==> src/rtl/muldiv_sequencer_pkg.sv <==
// Shared op codes, ALU control codes and state encoding for the HI/LO unit.
// Latency: n/a (constants and types only).
// Backpressure: n/a.
package muldiv_sequencer_pkg;

    // Operation codes presented on op
    localparam logic [2:0] MD_MULT  = 3'd0;
    localparam logic [2:0] MD_MULTU = 3'd1;
    localparam logic [2:0] MD_DIV   = 3'd2;
    localparam logic [2:0] MD_DIVU  = 3'd3;
    localparam logic [2:0] MD_MTHI  = 3'd4;
    localparam logic [2:0] MD_MTLO  = 3'd5;

    // Team ALU control codes; this unit only ever asks for add or sub
    localparam logic [3:0] ALU_ADD = 4'b0010;
    localparam logic [3:0] ALU_SUB = 4'b0110;

    typedef enum logic [2:0] {
        ST_IDLE   = 3'd0,
        ST_NEG_A  = 3'd1,
        ST_NEG_B  = 3'd2,
        ST_ITER   = 3'd3,
        ST_FIX_LO = 3'd4,
        ST_FIX_HI = 3'd5
    } md_state_t;

endpackage

==> src/rtl/muldiv_sequencer.sv <==
// Multi-cycle MULT/MULTU/DIV/DIVU/MTHI/MTLO sequencer owning HI/LO; all arithmetic via an external ALU.
// Latency: MTHI/MTLO/divide-by-zero 1 edge; MULTU/DIVU 32 busy cycles; MULT/DIV 34, or 36 with sign fix.
// Backpressure: start is ignored while busy=1; cancel aborts to IDLE with HI/LO untouched.
//
// Ports: clk, reset_n (async active-low); start/op/rs_val/rt_val request; cancel flush;
//        busy, hi, lo results; alu_a/alu_b/alu_ctrl drive the ALU, alu_out is its same-cycle result.
module muldiv_sequencer
    import muldiv_sequencer_pkg::*;
#(
    parameter int ITERATIONS = 32
) (
    input  logic        clk,
    input  logic        reset_n,
    input  logic        start,
    input  logic [2:0]  op,
    input  logic [31:0] rs_val,
    input  logic [31:0] rt_val,
    input  logic        cancel,
    output logic        busy,
    output logic [31:0] hi,
    output logic [31:0] lo,
    output logic [31:0] alu_a,
    output logic [31:0] alu_b,
    output logic [3:0]  alu_ctrl,
    input  logic [31:0] alu_out
);

    // Carry/borrow out of bit 31 recovered from operand and result MSBs,
    // since the shared ALU exposes no carry output.
    function automatic logic add_carry(input logic a31, input logic b31, input logic s31);
        return (a31 & b31) | ((a31 | b31) & ~s31);
    endfunction

    function automatic logic sub_borrow(input logic a31, input logic b31, input logic s31);
        return (~a31 & b31) | ((~a31 | b31) & s31);
    endfunction

    md_state_t   state, state_nxt;
    // a_q doubles as Q (multiplier / dividend -> quotient), p_q as P / R.
    logic [31:0] a_q, a_nxt;
    logic [31:0] b_q, b_nxt;
    logic [31:0] p_q, p_nxt;
    logic [5:0]  cnt, cnt_nxt;
    logic        is_div, is_div_nxt;
    logic        is_sgn, is_sgn_nxt;
    logic        sign_a, sign_a_nxt;
    logic        sign_b, sign_b_nxt;
    logic        z_q, z_nxt;
    logic [31:0] hi_q, hi_nxt;
    logic [31:0] lo_q, lo_nxt;

    logic        mul_c;
    logic [31:0] mul_s;
    logic [31:0] div_rsh;
    logic        div_take;
    logic        fix_needed;

    assign busy = (state != ST_IDLE);
    assign hi   = hi_q;
    assign lo   = lo_q;

    always_comb begin
        state_nxt  = state;
        a_nxt      = a_q;
        b_nxt      = b_q;
        p_nxt      = p_q;
        cnt_nxt    = cnt;
        is_div_nxt = is_div;
        is_sgn_nxt = is_sgn;
        sign_a_nxt = sign_a;
        sign_b_nxt = sign_b;
        z_nxt      = z_q;
        hi_nxt     = hi_q;
        lo_nxt     = lo_q;
        alu_a      = 32'h0;
        alu_b      = 32'h0;
        alu_ctrl   = ALU_ADD;
        mul_c      = 1'b0;
        mul_s      = p_q;
        div_rsh    = {p_q[30:0], a_q[31]};
        div_take   = 1'b0;
        // Product/quotient flip on differing signs; remainder follows the dividend.
        fix_needed = is_sgn & ((sign_a ^ sign_b) | (is_div & sign_a));

        case (state)
            ST_IDLE: begin
                if (start && !cancel) begin
                    case (op)
                        MD_MTHI: hi_nxt = rs_val;
                        MD_MTLO: lo_nxt = rs_val;
                        MD_MULT, MD_MULTU, MD_DIV, MD_DIVU: begin
                            if ((op == MD_DIV || op == MD_DIVU) && rt_val == 32'h0) begin
                                hi_nxt = rs_val;
                                lo_nxt = 32'hFFFF_FFFF;
                            end else begin
                                a_nxt      = rs_val;
                                b_nxt      = rt_val;
                                p_nxt      = 32'h0;
                                cnt_nxt    = 6'd0;
                                is_div_nxt = (op == MD_DIV || op == MD_DIVU);
                                is_sgn_nxt = (op == MD_MULT || op == MD_DIV);
                                sign_a_nxt = 1'b0;
                                sign_b_nxt = 1'b0;
                                z_nxt      = 1'b0;
                                state_nxt  = (op == MD_MULT || op == MD_DIV) ? ST_NEG_A : ST_ITER;
                            end
                        end
                        default: ;
                    endcase
                end
            end
            ST_NEG_A: begin
                alu_ctrl   = ALU_SUB;
                alu_b      = a_q;
                sign_a_nxt = a_q[31];
                if (a_q[31]) a_nxt = alu_out;
                state_nxt  = ST_NEG_B;
            end
            ST_NEG_B: begin
                alu_ctrl   = ALU_SUB;
                alu_b      = b_q;
                sign_b_nxt = b_q[31];
                if (b_q[31]) b_nxt = alu_out;
                state_nxt  = ST_ITER;
            end
            ST_ITER: begin
                cnt_nxt = cnt + 6'd1;
                if (!is_div) begin
                    // Shift-add: conditionally add b into P, then shift {c,P,Q} right.
                    alu_a = p_q;
                    alu_b = b_q;
                    if (a_q[0]) begin
                        mul_s = alu_out;
                        mul_c = add_carry(p_q[31], b_q[31], alu_out[31]);
                    end
                    p_nxt = {mul_c, mul_s[31:1]};
                    a_nxt = {mul_s[0], a_q[31:1]};
                end else begin
                    // Restoring: bit shifted out of R (p_q[31]) guarantees R' >= b.
                    alu_ctrl = ALU_SUB;
                    alu_a    = div_rsh;
                    alu_b    = b_q;
                    div_take = p_q[31] | ~sub_borrow(div_rsh[31], b_q[31], alu_out[31]);
                    p_nxt    = div_take ? alu_out : div_rsh;
                    a_nxt    = {a_q[30:0], div_take};
                end
                if (cnt == 6'(ITERATIONS - 1)) begin
                    if (fix_needed) begin
                        state_nxt = ST_FIX_LO;
                    end else begin
                        hi_nxt    = p_nxt;
                        lo_nxt    = a_nxt;
                        state_nxt = ST_IDLE;
                    end
                end
            end
            ST_FIX_LO: begin
                if (!is_div || (sign_a ^ sign_b)) begin
                    alu_ctrl = ALU_SUB;
                    alu_b    = a_q;
                    a_nxt    = alu_out;
                end
                // Carry into the upper word of a 64-bit negate happens only when lo was 0.
                if (!is_div) z_nxt = (a_q == 32'h0);
                state_nxt = ST_FIX_HI;
            end
            ST_FIX_HI: begin
                if (!is_div) begin
                    alu_a = ~p_q;
                    alu_b = {31'h0, z_q};
                    p_nxt = alu_out;
                end else if (sign_a) begin
                    alu_ctrl = ALU_SUB;
                    alu_b    = p_q;
                    p_nxt    = alu_out;
                end
                hi_nxt    = p_nxt;
                lo_nxt    = a_q;
                state_nxt = ST_IDLE;
            end
            default: state_nxt = ST_IDLE;
        endcase

        if (cancel) begin
            state_nxt = ST_IDLE;
            hi_nxt    = hi_q;
            lo_nxt    = lo_q;
        end
    end

    always_ff @(posedge clk or negedge reset_n) begin
        if (!reset_n) begin
            state  <= ST_IDLE;
            a_q    <= 32'h0;
            b_q    <= 32'h0;
            p_q    <= 32'h0;
            cnt    <= 6'd0;
            is_div <= 1'b0;
            is_sgn <= 1'b0;
            sign_a <= 1'b0;
            sign_b <= 1'b0;
            z_q    <= 1'b0;
            hi_q   <= 32'h0;
            lo_q   <= 32'h0;
        end else begin
            state  <= state_nxt;
            a_q    <= a_nxt;
            b_q    <= b_nxt;
            p_q    <= p_nxt;
            cnt    <= cnt_nxt;
            is_div <= is_div_nxt;
            is_sgn <= is_sgn_nxt;
            sign_a <= sign_a_nxt;
            sign_b <= sign_b_nxt;
            z_q    <= z_nxt;
            hi_q   <= hi_nxt;
            lo_q   <= lo_nxt;
        end
    end

endmodule
==> config.mk <==
export PLATFORM = sky130hd
export DESIGN_NAME = muldiv_sequencer
export DESIGN_NICKNAME = d
export VERILOG_FILES = /design/src/rtl/muldiv_sequencer_pkg.sv /design/src/rtl/muldiv_sequencer.sv
export SDC_FILE = /design/constraint.sdc
export NUM_CORES = 1
export LEC_CHECK = 0
export ABC_CLOCK_PERIOD_IN_PS = 3210
export BUFFER_PORTS_ARGS = -buffer_cell sky130_fd_sc_hd__buf_2
export CORE_ASPECT_RATIO = 1.1
export CORE_UTILIZATION = 56
export CTS_CLUSTER_DIAMETER = 200
export DETAILED_ROUTE_END_ITERATION = 16
export PLACE_DENSITY_LB_ADDON = 0.1
export SYNTH_ARGS = -nofsm -noshare
export SYNTH_HDL_FRONTEND = slang
export SYNTH_SLANG_ARGS = --single-unit
export TNS_END_PERCENT = 5
==> constraint.sdc <==
create_clock -name clk -period 3.21 [get_ports clk]
set_clock_uncertainty 0.05 [all_clocks]
set_input_delay 0.4815 -clock clk [delete_from_list [all_inputs] [get_ports clk]]
set_output_delay 0.4815 -clock clk [all_outputs]
set_load 0.02 [all_outputs]
==> flow_summary.toml, run 1 <==
[run]
max_cap_violations = 0

[placed_design]
routabilityCongestion = 0.893
dp_hpwl_mm = 27.3
io_buffer_count = 232
pre_cts_ws_ns = 0.317

[critical_path]
end_kind = "output port"
r2r_setup_slack_ns = 0.32
required_ns = 2.68
r2r_start = "state[1]"
crit_start = "state[1]"
worstPathArrival_ns = 2.52
path_cells = "nor2b_1 -> and2_4 -> buf_12 -> a21oi_1 -> o21ai_0 -> buf_2"
crit_slowest_cell = "and2_4"
critical_path_class = "flop to output port"
start_kind = "flop"
cp_max_fo = 25
slowest_delay_ns = 0.48

[global_routing]
grt_pass1_vias = 11100
grt.total_usage_pct = 37.9
grt-ovfl-total = 0
grt_max_degree = 73
antenna_found_initial = 0
grt_first_pass_wirelength_mm = 63.2

[yosys]
synth_edf_count = 0
synth-seq-cells = 174
synthesis.area_um2 = 11700
synth_ff_type = "dfrtp_1"
yosysWarnings = 0
ys_seq_area_share_pct = 37.3
syn_inst = 1238
async_flop_share_pct = 100
yosys.cell_types.count = 54
syn_area_per_cell_um2 = 9.43

[layout]
fillers = 1649
area_growth_pct = 19.6
diodes = 0
multi_input_area_um2 = 6750
nets = 1536
seqCellArea_um2 = 4360
drive_gt1_share_pct = 31.7
mostFrequentLayoutCells = "buf_2 (231), dfrtp_1 (172), a221o_1 (127)"
utilization_pct = 68.1
final_common_cell = "buf_2"

[die]
dieArea_um2 = 21400
core_um2 = 20500
rows = 55
die_h_um = 153
initial_utilization_pct = 56.9
die_width_um = 140
ios = 236

[clock_network]
cts_inserted_buffers = 17
clockBufferDepth = 2
clkSinkCount = 174
cts.root.buffer_cell = "clkbuf_16"
clk_latency_ns = 0.44
htree_levels = 4
tritoncts = "built"
clkTransAtPathRegs_ns = 0.07
hold_buffers = 0

[timing]
fin_crit_ns = 3.05
hold_viol = 0
slew_headroom_pct = 22.8
min_period_over_period_pct = 95.1
slew_viol_final = 0
tns_ns = 0
fmax_mhz = 328
worst_pin_slew_ns = 1.16
finalSetupViolCount = 0
rsz0062_at_grt = "no"
setup_ws_ns = 0.157
whs_ns = 0.00236

[power_and_ir_drop]
power_mw = 13.4
power.density_nw_per_um2 = 961
max-vdd-ir-drop_mv = 0.517
p_leak_nw = 6.24

[drt]
viasPerCell = 6.79
drtAntennaViolNets = 0
drtPass1Iterations = 6
wirelength_mm = 40.3
vias = 11600
drc_errors = 0
drtIter0Drc = 1237
post_drt_wl_per_cell_um = 23.7

[hold_path]
hp-class = "primary input to asynchronous set/reset pin"

[outcome]
status = "finished clean"
## through the flow
stage          area, um^2  std cells
2_1_floorplan       11700       1239
4_1_cts             14000       1701
3_3_place_gp        13300       1669
6_report            14000       1701
3_5_place_dp        13300       1669
5_1_grt             14000       1701
## cells by family after synthesis
group,share of synthesized area (%)
and+or+nand+nor,12.5
xor gates and xnor gates,0.150
other,0.0643
adders and majority gates,0.107
AOI/OAI and AO/OA,23.3
DFF,37.3
muxes,20.9
buffers and inverters,5.67
## registers in the layout (all words and copies together) (netlist names)
name and count:
a_q 32, b_q 32, hi 32, lo 32
p_q 32, cnt 6, state 3, is_div 1
is_sgn 1, sign_a 1, sign_b 1, z_q 1
## metal layers
metal	wire, um	vias up	global-route usage, %
met5	0	-	0
met4	1250	0	15.8
met3	4050	107	7.64
met2	18900	743	59.7
met1	16100	5683	51.0
li1	-	5020	-
## area by class of cell
| class | count | share of cell area, % |
|---|---|---|
| multi-input combinational | 909 | 48.4 |
| clock inverter | 12 | 1.50 |
| clock buffer | 20 | 3.20 |
| inverter | 45 | 1.21 |
| tap | 256 | 2.29 |
| sequential | 174 | 31.2 |
| timing repair buffer | 285 | 12.2 |
## cell usage after synthesis (all sizes together), types with 3 or more instances
cell type    n  area share [%]
dfrtp      174              37
mux2       130              13
a221o      127              11
nand2      110             3.5
mux2i       94             8.1
o21ai       79             3.4
a21oi       77             3.3
nor2        74             2.4
clkbuf      63             2.0
buf         48             2.2
inv         45             1.4
nand2b      36             1.9
o22ai       34             1.8
and2        33             1.8
a22oi       31             2.0
nor4        16            0.86
nand3        9            0.39
o211ai       7            0.45
nor2b        6            0.32
nand4        5            0.27
and3         3            0.16
o21bai       3            0.19
or3          3            0.16
## power breakdown
group	switching (mW)	internal [mW]	total, mW
Sequential	1.19	3.15	4.34
Clock	0.941	1.41	2.35
Combinational	3.76	2.96	6.72
Total	5.89	7.53	13.4
## path summary, 6_finish.rpt
| path | endpoint | depth (start not counted) |
|---|---|---|
| hold / removal | cnt[4] | 1 |
| hold reg to reg | hi[30] | 1 |
| setup reg to reg | p_q[29] | 6 |
| max in group asynchronous | lo[4] | 2 |
| min in group clk | b_q[11] | 2 |
| setup / recovery | alu_a[26] | 6 |
## timing repair
action / 4_1_cts / 5_1_grt
endpoints found under the setup margin: 10 / 24
setup buffers: 0 / 0
endpoints found under the hold margin: 0 / 0
resized for setup: 1 / 2
## worst max-delay path: cells and delay by family, from the launching register on
family          cells  cell delay [ns]
compound gates      2             0.26
buf+inv             2             0.45
flops               1             0.46
simple gates        2             0.89
Power figures use the tool's default switching activity.
==> inputs of run 2 (changes only) <==
- SETUP_SLACK_MARGIN: not set -> 0.2
==> run 2 against run 1 <==
First-iteration DRC count shrank 3.5%. Via count is 0.23% higher. Critical endpoint is now alu_b[10]. Combinational power rose by 0.7%. Critical path type unchanged. Largest power group unchanged.
==> flow_summary.toml, run 2 (synthesis results as in run 1) <==
[die]
die_width_um = 140
dieArea_um2 = 21400
rows = 55
ios = 236
core_um2 = 20500
die_h_um = 153
initial_utilization_pct = 56.9

[global_routing]
antenna_found_initial = 0
grt-ovfl-total = 0
grt_first_pass_wirelength_mm = 63.5
grt_pass1_vias = 11200
grt_max_degree = 73
grt.total_usage_pct = 38.2

[run]
max_cap_violations = 0

[drt]
vias = 11600
post_drt_wl_per_cell_um = 23.9
wirelength_mm = 40.7
drtAntennaViolNets = 0
viasPerCell = 6.80
drtPass1Iterations = 8
drc_errors = 0
drtIter0Drc = 1194

[power_and_ir_drop]
power.density_nw_per_um2 = 962
p_leak_nw = 6.26
max-vdd-ir-drop_mv = 0.501

[layout]
area_growth_pct = 19.8
nets = 1538
instances_no_fill = 1703
fillers = 1647
fin_area_um2 = 14000
final_common_cell = "buf_2"
diodes = 0
utilization_pct = 68.2
drive_gt1_share_pct = 31.9
mostFrequentLayoutCells = "buf_2 (231), dfrtp_1 (172), a221o_1 (127)"

[placed_design]
routabilityCongestion = 0.893
placed_area_um2 = 13300
placedCellCount = 1669
io_buffer_count = 232
dp_hpwl_mm = 27.3

[critical_path]
cp_top_family = "simple AND/OR/NAND/NOR gates"
r2r-end = "p_q[20]"
worstPathArrival_ns = 2.42
cp-endpoint = "alu_b[10]"
required_ns = 2.68
worst-path-buf-inv = 2
crit_start = "state[1]"
end_kind = "output port"
r2r_setup_slack_ns = 0.32
r2r_start = "state[1]"
path_cells = "nor2b_2 -> nand2_1 -> nor2_4 -> buf_12 -> a22oi_1 -> nand2_1 -> buf_2"
critical_path_class = "flop to output port"
cp_max_fo = 23
slowest_delay_ns = 0.47
start_kind = "flop"
cpMostUsedCell = "nand2_1"
worstRegToRegCells = 6
crit_cells = 7
crit_slowest_cell = "dfrtp_1"

[timing]
min_period_over_period_pct = 92.1
whs_ns = 0.00109
hold_viol = 0
tns_ns = 0
worst_pin_slew_ns = 1.16
fin_crit_ns = 2.95
slew_viol_final = 0
slew_headroom_pct = 22.8
rsz0062_at_grt = "yes"
fmax_mhz = 338
finalSetupViolCount = 0

[clock_network]
clkTransAtPathRegs_ns = 0.07
tritoncts = "built"
clk_latency_ns = 0.44
cts_inserted_buffers = 17
htree_levels = 4
clkSinkCount = 174
cts.root.buffer_cell = "clkbuf_16"
clockBufferDepth = 2

[outcome]
status = "finished clean"

[hold_path]
hp-class = "primary input to asynchronous set/reset pin"
-- run 2: cell count changes in the layout (fill, tap and decap cells not counted) --
cell	previous run	this run
nand2_4	0	1
nand2_2	1	0
buf_6	2	3
nor2b_2	0	1
nor2b_1	4	3
and2_2	0	1
-- run 2: through the flow --
| step | total power, mW | setup slack (ns) |
|---|---|---|
| after global placement | 10.8 | 0.347 |
| after detailed placement | 10.9 | 0.317 |
| after floorplan | 8.60 | 0.684 |
| after global routing | 14.1 | 0.127 |
| after CTS | 13.3 | 0.228 |
| final | 13.5 | 0.255 |
-- run 2: worst register-to-register path: cells and delay by family (launching register included) --
family,cells,cell delay [ns]
AOI/OAI and AO/OA,3,1.19
buffers and inverters,1,0.40
DFF,1,0.47
and+or+nand+nor,2,0.66
-- run 2: power by group --
part	switching (mW)	internal (mW)	leakage (nW)	total [mW]
Sequential	1.18	3.15	2.15	4.33
Clock	0.946	1.41	0.317	2.36
Combinational	3.80	2.97	3.80	6.77
-- run 2: layer usage --
metal / global-route usage [%] / vias to the layer above / wire length (um)
met1: 51.1 / 5687 / 16200
li1: - / 5032 / -
met5: 0 / - / 0
met3: 8.15 / 116 / 4080
met4: 16.5 / 0 / 1340
met2: 59.9 / 744 / 19100
-- run 2: cell type report --
class,instances,area (um^2),area share (%)
multi-input combinational,910,6770,48.4
sequential,174,4360,31.2
timing repair buffer,286,1720,12.3
clock buffer,20,447,3.19
tap,256,320,2.29
clock inverter,12,209,1.49
inverter,45,169,1.21
-- run 2: repair_timing --
item | 4_1_cts | 5_1_grt
pin swaps | 1 | 0
cloned | 1 | 0
endpoints found under the setup margin | 50 | 56
setup buffers | 0 | 1
hold buffers | 0 | 0
gates resized for setup | 4 | 1
-- run 2: worst min path at each step --
stage,slack [ns],cells after the start,endpoint,from
final,0.001,1,cnt[4],reset_n
after global routing,0.05,1,cnt[4],reset_n
after CTS,0.04,1,cnt[4],reset_n
after detailed placement,0.42,1,hi[2],hi[2]
after global placement,0.41,1,hi[2],hi[2]
after floorplan,0.14,0,a_q[0],reset_n
